==> src/rtl/lcd_pkg.sv <==
// Shared definitions for the 4-bit LCD bus arbiter: FSM encoding, default timing and
// LCD command codes whose execution needs the long settle delay.
package lcd_pkg;

  localparam int unsigned T_SETUP_DEF = 10;
  localparam int unsigned T_EN_DEF    = 50;
  localparam int unsigned T_NIB_DEF   = 100;
  localparam int unsigned T_CMD_DEF   = 5000;
  localparam int unsigned T_LONG_DEF  = 200000;

  localparam logic [2:0] ST_IDLE     = 3'd0;
  localparam logic [2:0] ST_SETUP_HI = 3'd1;
  localparam logic [2:0] ST_EN_HI    = 3'd2;
  localparam logic [2:0] ST_GAP      = 3'd3;
  localparam logic [2:0] ST_SETUP_LO = 3'd4;
  localparam logic [2:0] ST_EN_LO    = 3'd5;
  localparam logic [2:0] ST_POST     = 3'd6;

  localparam logic [7:0] CMD_CLEAR = 8'h01;
  localparam logic [7:0] CMD_HOME  = 8'h02;

  // Clear and home are the only commands the controller executes slowly.
  function automatic logic is_long_cmd(input logic [7:0] b, input logic rs);
    return !rs && ((b == CMD_CLEAR) || (b == CMD_HOME));
  endfunction

  function automatic int unsigned max_u(input int unsigned a, input int unsigned b);
    return (a > b) ? a : b;
  endfunction

endpackage

==> src/rtl/lcd_rr_arb.sv <==
// Two-way round-robin arbiter: one-hot grant, pointer moves to the loser on each update.
module lcd_rr_arb (
  input  logic       clk,
  input  logic       rst,
  input  logic [1:0] i_req,
  input  logic       i_update,
  output logic [1:0] o_grant
);

  // r_ptr = 1 means requester 1 wins a tie.
  logic r_ptr;

  always_comb begin
    o_grant = 2'b00;
    case (i_req)
      2'b01:   o_grant = 2'b01;
      2'b10:   o_grant = 2'b10;
      2'b11:   o_grant = r_ptr ? 2'b10 : 2'b01;
      default: o_grant = 2'b00;
    endcase
  end

  always_ff @(posedge clk) begin
    if (rst) begin
      r_ptr <= 1'b0;
    end else if (i_update && (o_grant != 2'b00)) begin
      r_ptr <= o_grant[0];
    end
  end

endmodule

==> src/rtl/lcd_bus_arb.sv <==
// Arbitrates two byte writers onto an HD44780-style 4-bit LCD bus with timed nibble strobes.
// Optional macro LCD_ARB_LONG_CMD_EN: clear/home commands use the T_LONG settle delay.
module lcd_bus_arb
  import lcd_pkg::*;
#(
  parameter int unsigned T_SETUP = T_SETUP_DEF,
  parameter int unsigned T_EN    = T_EN_DEF,
  parameter int unsigned T_NIB   = T_NIB_DEF,
  parameter int unsigned T_CMD   = T_CMD_DEF,
  parameter int unsigned T_LONG  = T_LONG_DEF
) (
  input  logic       clk,
  input  logic       rst,
  input  logic [1:0] req,
  input  logic [7:0] byte0,
  input  logic       rs0,
  input  logic [7:0] byte1,
  input  logic       rs1,
  output logic [1:0] ack,
  output logic       busy,
  output logic [3:0] lcd_data,
  output logic       lcd_rs,
  output logic       lcd_rw,
  output logic       lcd_en
);

  // Counter only ever holds N-1 of the largest delay.
  localparam int unsigned T_MAX =
    max_u(max_u(max_u(T_SETUP, T_EN), max_u(T_NIB, T_CMD)), T_LONG);
  localparam int CNT_W = (T_MAX > 1) ? $clog2(T_MAX) : 1;

  localparam logic [CNT_W-1:0] LD_SETUP = CNT_W'(T_SETUP - 1);
  localparam logic [CNT_W-1:0] LD_EN    = CNT_W'(T_EN - 1);
  localparam logic [CNT_W-1:0] LD_NIB   = CNT_W'(T_NIB - 1);
  localparam logic [CNT_W-1:0] LD_CMD   = CNT_W'(T_CMD - 1);

  logic [2:0]       r_state;
  logic [CNT_W-1:0] r_cnt;
  logic [7:0]       r_byte;
  logic             r_rs;
  logic [3:0]       r_data;
  logic             r_lcd_rs;
  logic             r_en;

  logic [1:0]       w_grant;
  logic [1:0]       w_ack;
  logic [2:0]       w_state_nxt;
  logic [CNT_W-1:0] w_cnt_nxt;
  logic [CNT_W-1:0] w_post_ld;
  logic [7:0]       w_byte_sel;
  logic             w_rs_sel;
  logic [7:0]       w_byte_cur;
  logic             w_rs_cur;

  lcd_rr_arb u_arb (
    .clk      (clk),
    .rst      (rst),
    .i_req    (req),
    .i_update (w_ack != 2'b00),
    .o_grant  (w_grant)
  );

  // Gating with rst keeps a requester from seeing an ack for a byte that reset discards.
  assign w_ack      = (!rst && (r_state == ST_IDLE)) ? w_grant : 2'b00;
  assign w_byte_sel = w_ack[1] ? byte1 : byte0;
  assign w_rs_sel   = w_ack[1] ? rs1 : rs0;
  assign w_byte_cur = (w_ack != 2'b00) ? w_byte_sel : r_byte;
  assign w_rs_cur   = (w_ack != 2'b00) ? w_rs_sel : r_rs;

`ifdef LCD_ARB_LONG_CMD_EN
  localparam logic [CNT_W-1:0] LD_LONG = CNT_W'(T_LONG - 1);
  assign w_post_ld = is_long_cmd(r_byte, r_rs) ? LD_LONG : LD_CMD;
`else
  assign w_post_ld = LD_CMD;
`endif

  // NOTE: every output of this block is given a default first so no latch is inferred.
  always_comb begin
    w_state_nxt = r_state;
    w_cnt_nxt   = r_cnt;
    if (r_state == ST_IDLE) begin
      if (w_ack != 2'b00) begin
        w_state_nxt = ST_SETUP_HI;
        w_cnt_nxt   = LD_SETUP;
      end
    end else if (r_cnt != '0) begin
      w_cnt_nxt = r_cnt - CNT_W'(1);
    end else begin
      case (r_state)
        ST_SETUP_HI: begin w_state_nxt = ST_EN_HI;    w_cnt_nxt = LD_EN;     end
        ST_EN_HI:    begin w_state_nxt = ST_GAP;      w_cnt_nxt = LD_NIB;    end
        ST_GAP:      begin w_state_nxt = ST_SETUP_LO; w_cnt_nxt = LD_SETUP;  end
        ST_SETUP_LO: begin w_state_nxt = ST_EN_LO;    w_cnt_nxt = LD_EN;     end
        ST_EN_LO:    begin w_state_nxt = ST_POST;     w_cnt_nxt = w_post_ld; end
        default:     begin w_state_nxt = ST_IDLE;     w_cnt_nxt = '0;        end
      endcase
    end
  end

  // Bus outputs are decoded from the next state so they change on the same edge as the FSM.
  // NOTE: sequential state uses <= so every register samples pre-edge values.
  always_ff @(posedge clk) begin
    if (rst) begin
      r_state  <= ST_IDLE;
      r_cnt    <= '0;
      r_byte   <= '0;
      r_rs     <= 1'b0;
      r_data   <= '0;
      r_lcd_rs <= 1'b0;
      r_en     <= 1'b0;
    end else begin
      r_state <= w_state_nxt;
      r_cnt   <= w_cnt_nxt;
      if (w_ack != 2'b00) begin
        r_byte <= w_byte_sel;
        r_rs   <= w_rs_sel;
      end
      r_en <= (w_state_nxt == ST_EN_HI) || (w_state_nxt == ST_EN_LO);
      case (w_state_nxt)
        ST_SETUP_HI, ST_EN_HI, ST_GAP:   r_data <= w_byte_cur[7:4];
        ST_SETUP_LO, ST_EN_LO, ST_POST:  r_data <= r_byte[3:0];
        default:                         r_data <= r_data;
      endcase
      if (w_state_nxt != ST_IDLE) begin
        r_lcd_rs <= w_rs_cur;
      end
    end
  end

  assign ack      = w_ack;
  assign busy     = (r_state != ST_IDLE);
  assign lcd_data = r_data;
  assign lcd_rs   = r_lcd_rs;
  assign lcd_rw   = 1'b0;
  assign lcd_en   = r_en;

endmodule
==> config.mk <==
export PLATFORM = sky130hd
export DESIGN_NAME = lcd_bus_arb
export DESIGN_NICKNAME = d
export VERILOG_FILES = /design/src/rtl/lcd_pkg.sv /design/src/rtl/lcd_rr_arb.sv /design/src/rtl/lcd_bus_arb.sv
export SDC_FILE = /design/constraint.sdc
export NUM_CORES = 1
export LEC_CHECK = 0
export CAP_MARGIN = 40
export CORE_MARGIN = 4
export CORE_UTILIZATION = 48
export CTS_CLUSTER_DIAMETER = 120
export CTS_CLUSTER_SIZE = 20
export DETAILED_ROUTE_END_ITERATION = 8
export PLACE_DENSITY = 0.75
export SYNTH_ARGS = -nofsm -noshare
export SYNTH_HDL_FRONTEND = slang
export SYNTH_SLANG_ARGS = --single-unit
==> constraint.sdc <==
create_clock -name clk -period 2.3 [get_ports clk]
set_clock_uncertainty 0.15 [all_clocks]
set_input_delay 0.46 -clock clk [delete_from_list [all_inputs] [get_ports clk]]
set_output_delay 0.46 -clock clk [all_outputs]
set_load 0.005 [all_outputs]
; ---- Yosys cells after proc, flatten, opt, wreduce, memory -nomap -nowiden
; Index checks and enable logic that the tools add are counted.
; Widths: inputs -> output; s select.
[totals]
ramBits = 0
output_inout_bits = 10
word_cells = 55
ff_bits = 37
memories = 0
mem_bits_ro = 0
latch_bits = 0
in_bits = 22
[classes]
reduce_logical = 14
mul = 0
n_shift = 0
n_eq_ne = 15
n_div = 0
mux = 16
magnitude_cmp = 0
addsub = 1
bitwise = 0
[ops]
columns = operator, count
row1 = $mux 18, 3
row2 = $pmux 13 s4, 1
row3 = $reduce_bool 18->1, 1
row4 = $sub 18x1->18 const B, 1
row5 = $mux 8, 2
row6 = $eq 3x3->1 const B, 5
row7 = $pmux 3 s5, 1
row8 = $eq 3x2->1 const B, 4
row9 = $mux 3, 3
row10 = $pmux 4 s2, 1
row11 = $eq 3x1->1 const B, 2
row12 = $pmux 2 s3, 1
row13 = $reduce_bool 2->1, 3
row14 = $reduce_bool 3->1, 2
row15 = $reduce_or 3->1, 2
row16 = $eq 2x2->1 const B, 2
row17 = $mux 2, 2
row18 = $logic_not 3->1, 1
row19 = $eq 2x1->1 const B, 1
row20 = $logic_and 1x1->1, 2
row21 = $mux 1, 2
row22 = $ne 2x1->1 const B, 1
row23 = $reduce_or 2->1, 1
row24 = $logic_not 1->1, 1
row25 = $logic_or 1x1->1, 1

; ---- Depth between registers and ports, before layout
[depth]
depth_word = 9
depth_mapped = 8
mapped_depth_nobuf = 7

; ---- Cells and area by module
; From an unflattened synthesis, not the netlist that was laid out.
[unflattened]
hier_cells = 267
hier_area_um2 = 2153.3
[modules_own_cells]
columns = mod, seq_area_each_um2, area_per_inst_um2, instances, cells_per_inst
row1 = lcd_bus_arb, 720.7, 2088.3, 1, 260
row2 = lcd_rr_arb, 20.0, 65.1, 1, 7

; ---- Worst setup path before layout
; No wires, ideal clock.
[synth_timing]
path_type = register to register
startpoint = register r_cnt[0]
endpoint = register r_data[0], in the netlist lcd_data[0]
synth_period_minus_slack_ps = 2429
required_time_ps = 2090
path_slack_ps = -129
setup_ps = 60
n_path_buf = 1
path_stages_with_launch = 9
t_arrival_ps = 2218
cell_sequence = dfxtp_1 inv_1 ha_1 or4b_1 or2_1 buf_6 or4_4 a31oi_2 a221o_1
[synth_via]
elab_chain_cells = 6
elab_cells_between_ends = 13
classes_between = 6 x eq/ne / 3 x mux / 4 x reduce/logical
[synth_rtl]
columns = element, line
row1 = "start, declared", lcd_bus_arb.sv:38  ; logic [CNT_W-1:0] r_cnt;
row2 = "start signal, assigned", lcd_bus_arb.sv:113  ; r_cnt <= w_cnt_nxt;
row3 = $reduce_bool 18->1 (*), lcd_bus_arb.sv:86  ; end else if (r_cnt != '0) begin
row4 = $mux 3 (*), lcd_bus_arb.sv:86
row5 = $mux 3 (*), lcd_bus_arb.sv:81  ; if (r_state == ST_IDLE) begin
row6 = $eq 3x3->1 (tied with other cells), lcd_bus_arb.sv:119  ; case (w_state_nxt)
row7 = $reduce_or 3->1, lcd_bus_arb.sv:119
row8 = $pmux 4 s2 or $reduce_bool 2->1 (tied branches), --
row9 = "end signal, assigned", lcd_bus_arb.sv:120  ; ST_SETUP_HI, ST_EN_HI, ST_GAP: r_data <= w_byte_cur[7:4];
row10 = "end signal, assigned", lcd_bus_arb.sv:121  ; ST_SETUP_LO, ST_EN_LO, ST_POST: r_data <= r_byte[3:0];
row11 = "end signal, assigned", lcd_bus_arb.sv:122  ; default: r_data <= r_data;
row12 = "end, declared", lcd_bus_arb.sv:41  ; logic [3:0] r_data;
; Mark *: on every way between the ends. The rest lies on a longest branch, timed or not.
; A chain may end at the register's enable or synchronous reset.

; ---- Worst setup path after layout
[layout_timing]
startpoint = register r_cnt[1]
endpoint = register r_data[2], in the netlist lcd_data[2]
; Same word-level chain as after synthesis.

==> qor.yml <==
cts_hold_buf: 0
holdWs_ns: 0.3299
fin_crit_sh_pct: 105.2
synth_edf_count: 0
finalWorstSetupSlack_ns: -0.1186
hold-path-cell-count: 1
areaGrowthSynthToFinish_pct: 41.58
clockPowerShare_pct: 8.1
cts_max_path_buffers: 2
relSlewSlack_pct: 64.48
max_freq_mhz: 413.5
io_buffers: 30
layout-drive-gt1-share_pct: 23.94
cts_tree: "yes"
hpwl_um: 4145
fin_util_pct: 71.85
syn_area_per_cell_um2: 7.940
crit_path_end_kind: "flip-flop"
cts-buffers-inserted: 5
p_int_mw: 2.818
routed_via_density: 5.887
start_kind: "flip-flop"
syn_nets: 286
yosysSeqAreaShare_pct: 35.47
max_cap_viol_count: 0
yosys_warnings: 0
worst_slew_pin_slew_ns: 0.5327
tns_ns: -0.6202
finalCriticalPeriod_ns: 2.419
synth_top_flop_cell: "dfxtp_1"
cts.sinks: 37
rsz0062_at_grt: "true"
wl_per_cell_um: 15.17
io_pins: 32
fp.dieW_um: 73.96
finalSetupViolCount: 8
coreArea_um2: 4115
final-max-slew-violation-count: 0
cts-htree-levels: 2
ff2ff_path_depth: 8
post_dp_cell_area_um2: 2776
arrival_ns: 2.45
grt_use_total_pct: 22.17
powerDensity_nw_per_um2: 1758
p_sw_mw: 2.379
synthCells: 263
ant_nets: 0
pre_cts_ws_ns: -0.1833
die_y_um: 73.96
violations: "negative setup slack"
worstPathRequired_ns: 2.33
instances_no_fill: 380
finalWirelength_um: 5765
critPathKind: "flip-flop to flip-flop"
power_mw: 5.197
cp_max_fo: 3
synth_seq_cells: 37
grt_max_degree: 34
final_nets: 354
dr.pass1.iters: 5
final_common_cell: "buf_4"
dieArea_um2: 5470
pwr-share-comb_pct: 72.1
finalHoldViolCount: 0
synth_area_um2: 2088
layout_common_cells: "buf_4, dfxtp_1, a21oi_1"
p_seq_share_pct: 19.8
async_reset_ff_share_pct: 0
hold_path_class: "flip-flop to flip-flop"
ir_drop_mv: 1.270
post-route-drc-count: 0
insertedDiodeCount: 0
num_vias: 2237
place_inst: 372
place.gp.congestion: 0.8547
grt_first_pass_wirelength_um: 9508
overflow: 0
status: "finished with violations"
grt_pass1_vias: 2058
drt_iter0_markers: 140
switching_share_pct: 45.77
std_cell_rows: 23
insertion_delay_ns: 0.29
cts_root_buffer: "clkbuf_8"
ys_types: 55
start_util_pct: 50.74
stdcell_area_um2: 2957
antenna_found_initial: 0
leakage_nw: 1.121
clk_pin_slew_ns: 0.07
## Yosys cell counts, drive strengths merged, types with 7 or more instances
cell type	instances	area share, %
a31oi	7	2.4
inv	9	1.6
a211oi	8	2.9
nand2	16	2.9
a21oi	32	7.7
dfxtp	37	35
o21ai	14	3.4
nor2	25	4.5
nor2b	8	2.4
clkbuf	14	2.5
mux2i	9	4.3
nor3	9	2.2
a311oi	7	2.9
## metal layers
metal / wire length (µm) / GRT usage [%] / share of wire (%)
met5: 0 / 0 / 0
met2: 2782 / 36.42 / 48
met3: 335 / 5.135 / 5.8
met4: 95 / 7.646 / 1.6
met1: 2552 / 28.62 / 44
## cell families after synthesis
group	after synthesis	synth area share, %
buffers and inverters	27	5.512
AO/OA/AOI/OAI	95	29.90
flip-flops	37	35.47
XOR/XNOR	2	0.8390
other	1	0.1796
AND/OR/NAND/NOR	90	22.65
multiplexers	10	4.853
adder cells (fa/ha/maj)	1	0.5991
## repair_timing
item | CTS | global route
pin swaps | 8 | 11
gates resized for setup | 9 | 18
setup endpoints to repair | 19 | 19
buffers inserted | 1 | 1
## power groups by stage
stage	Clock (mW)	Sequential [mW]	Combinational, mW
2_1_floorplan	0	1.03	1.93
3_3_place_gp	0	1.02	3.22
3_5_place_dp	0	1.02	3.27
4_1_cts	0.427	1.02	3.40
5_1_grt	0.457	1.05	4.11
6_report	0.421	1.03	3.75
## worst max-delay path, cell delays in order, from the launching register on
cell and delay, ns:
dfxtp_2 0.32, inv_2 0.06, ha_4 0.13, or4b_4 0.46, or2_4 0.27, buf_6 0.13
o311ai_4 0.32, a31oi_4 0.14, a221o_1 0.33
## sequential cells by signal (all words and copies together) (netlist names)
| register | flops |
|---|---|
| lcd_en | 1 |
| r_rs | 1 |
| lcd_rs | 1 |
| lcd_data | 4 |
| r_state | 3 |
| u_arb.r_ptr | 1 |
| r_byte | 8 |
| r_cnt | 18 |
## cell type report
type	count	area (µm²)
inverters	9	33.78
repair buffers	79	681.9
fillers	306	1159
multi-input cells	199	1361
clock buffers	5	68.82
well taps	50	62.56
clock inverters	1	5.005
flip-flops and latches	37	743.2
## worst paths after layout
check,from,end,slack (ns)
min reg2reg,r_cnt[17]$_SDFFE_PP0P_,r_cnt[17]$_SDFFE_PP0P_,0.33
max,r_cnt[1]$_SDFFE_PP0P_,lcd_data[2]$_SDFFE_PP0P_,-0.12
max reg2reg,r_cnt[1]$_SDFFE_PP0P_,lcd_data[2]$_SDFFE_PP0P_,-0.12
min,r_cnt[17]$_SDFFE_PP0P_,r_cnt[17]$_SDFFE_PP0P_,0.33
Power figures use the tool's default switching activity.
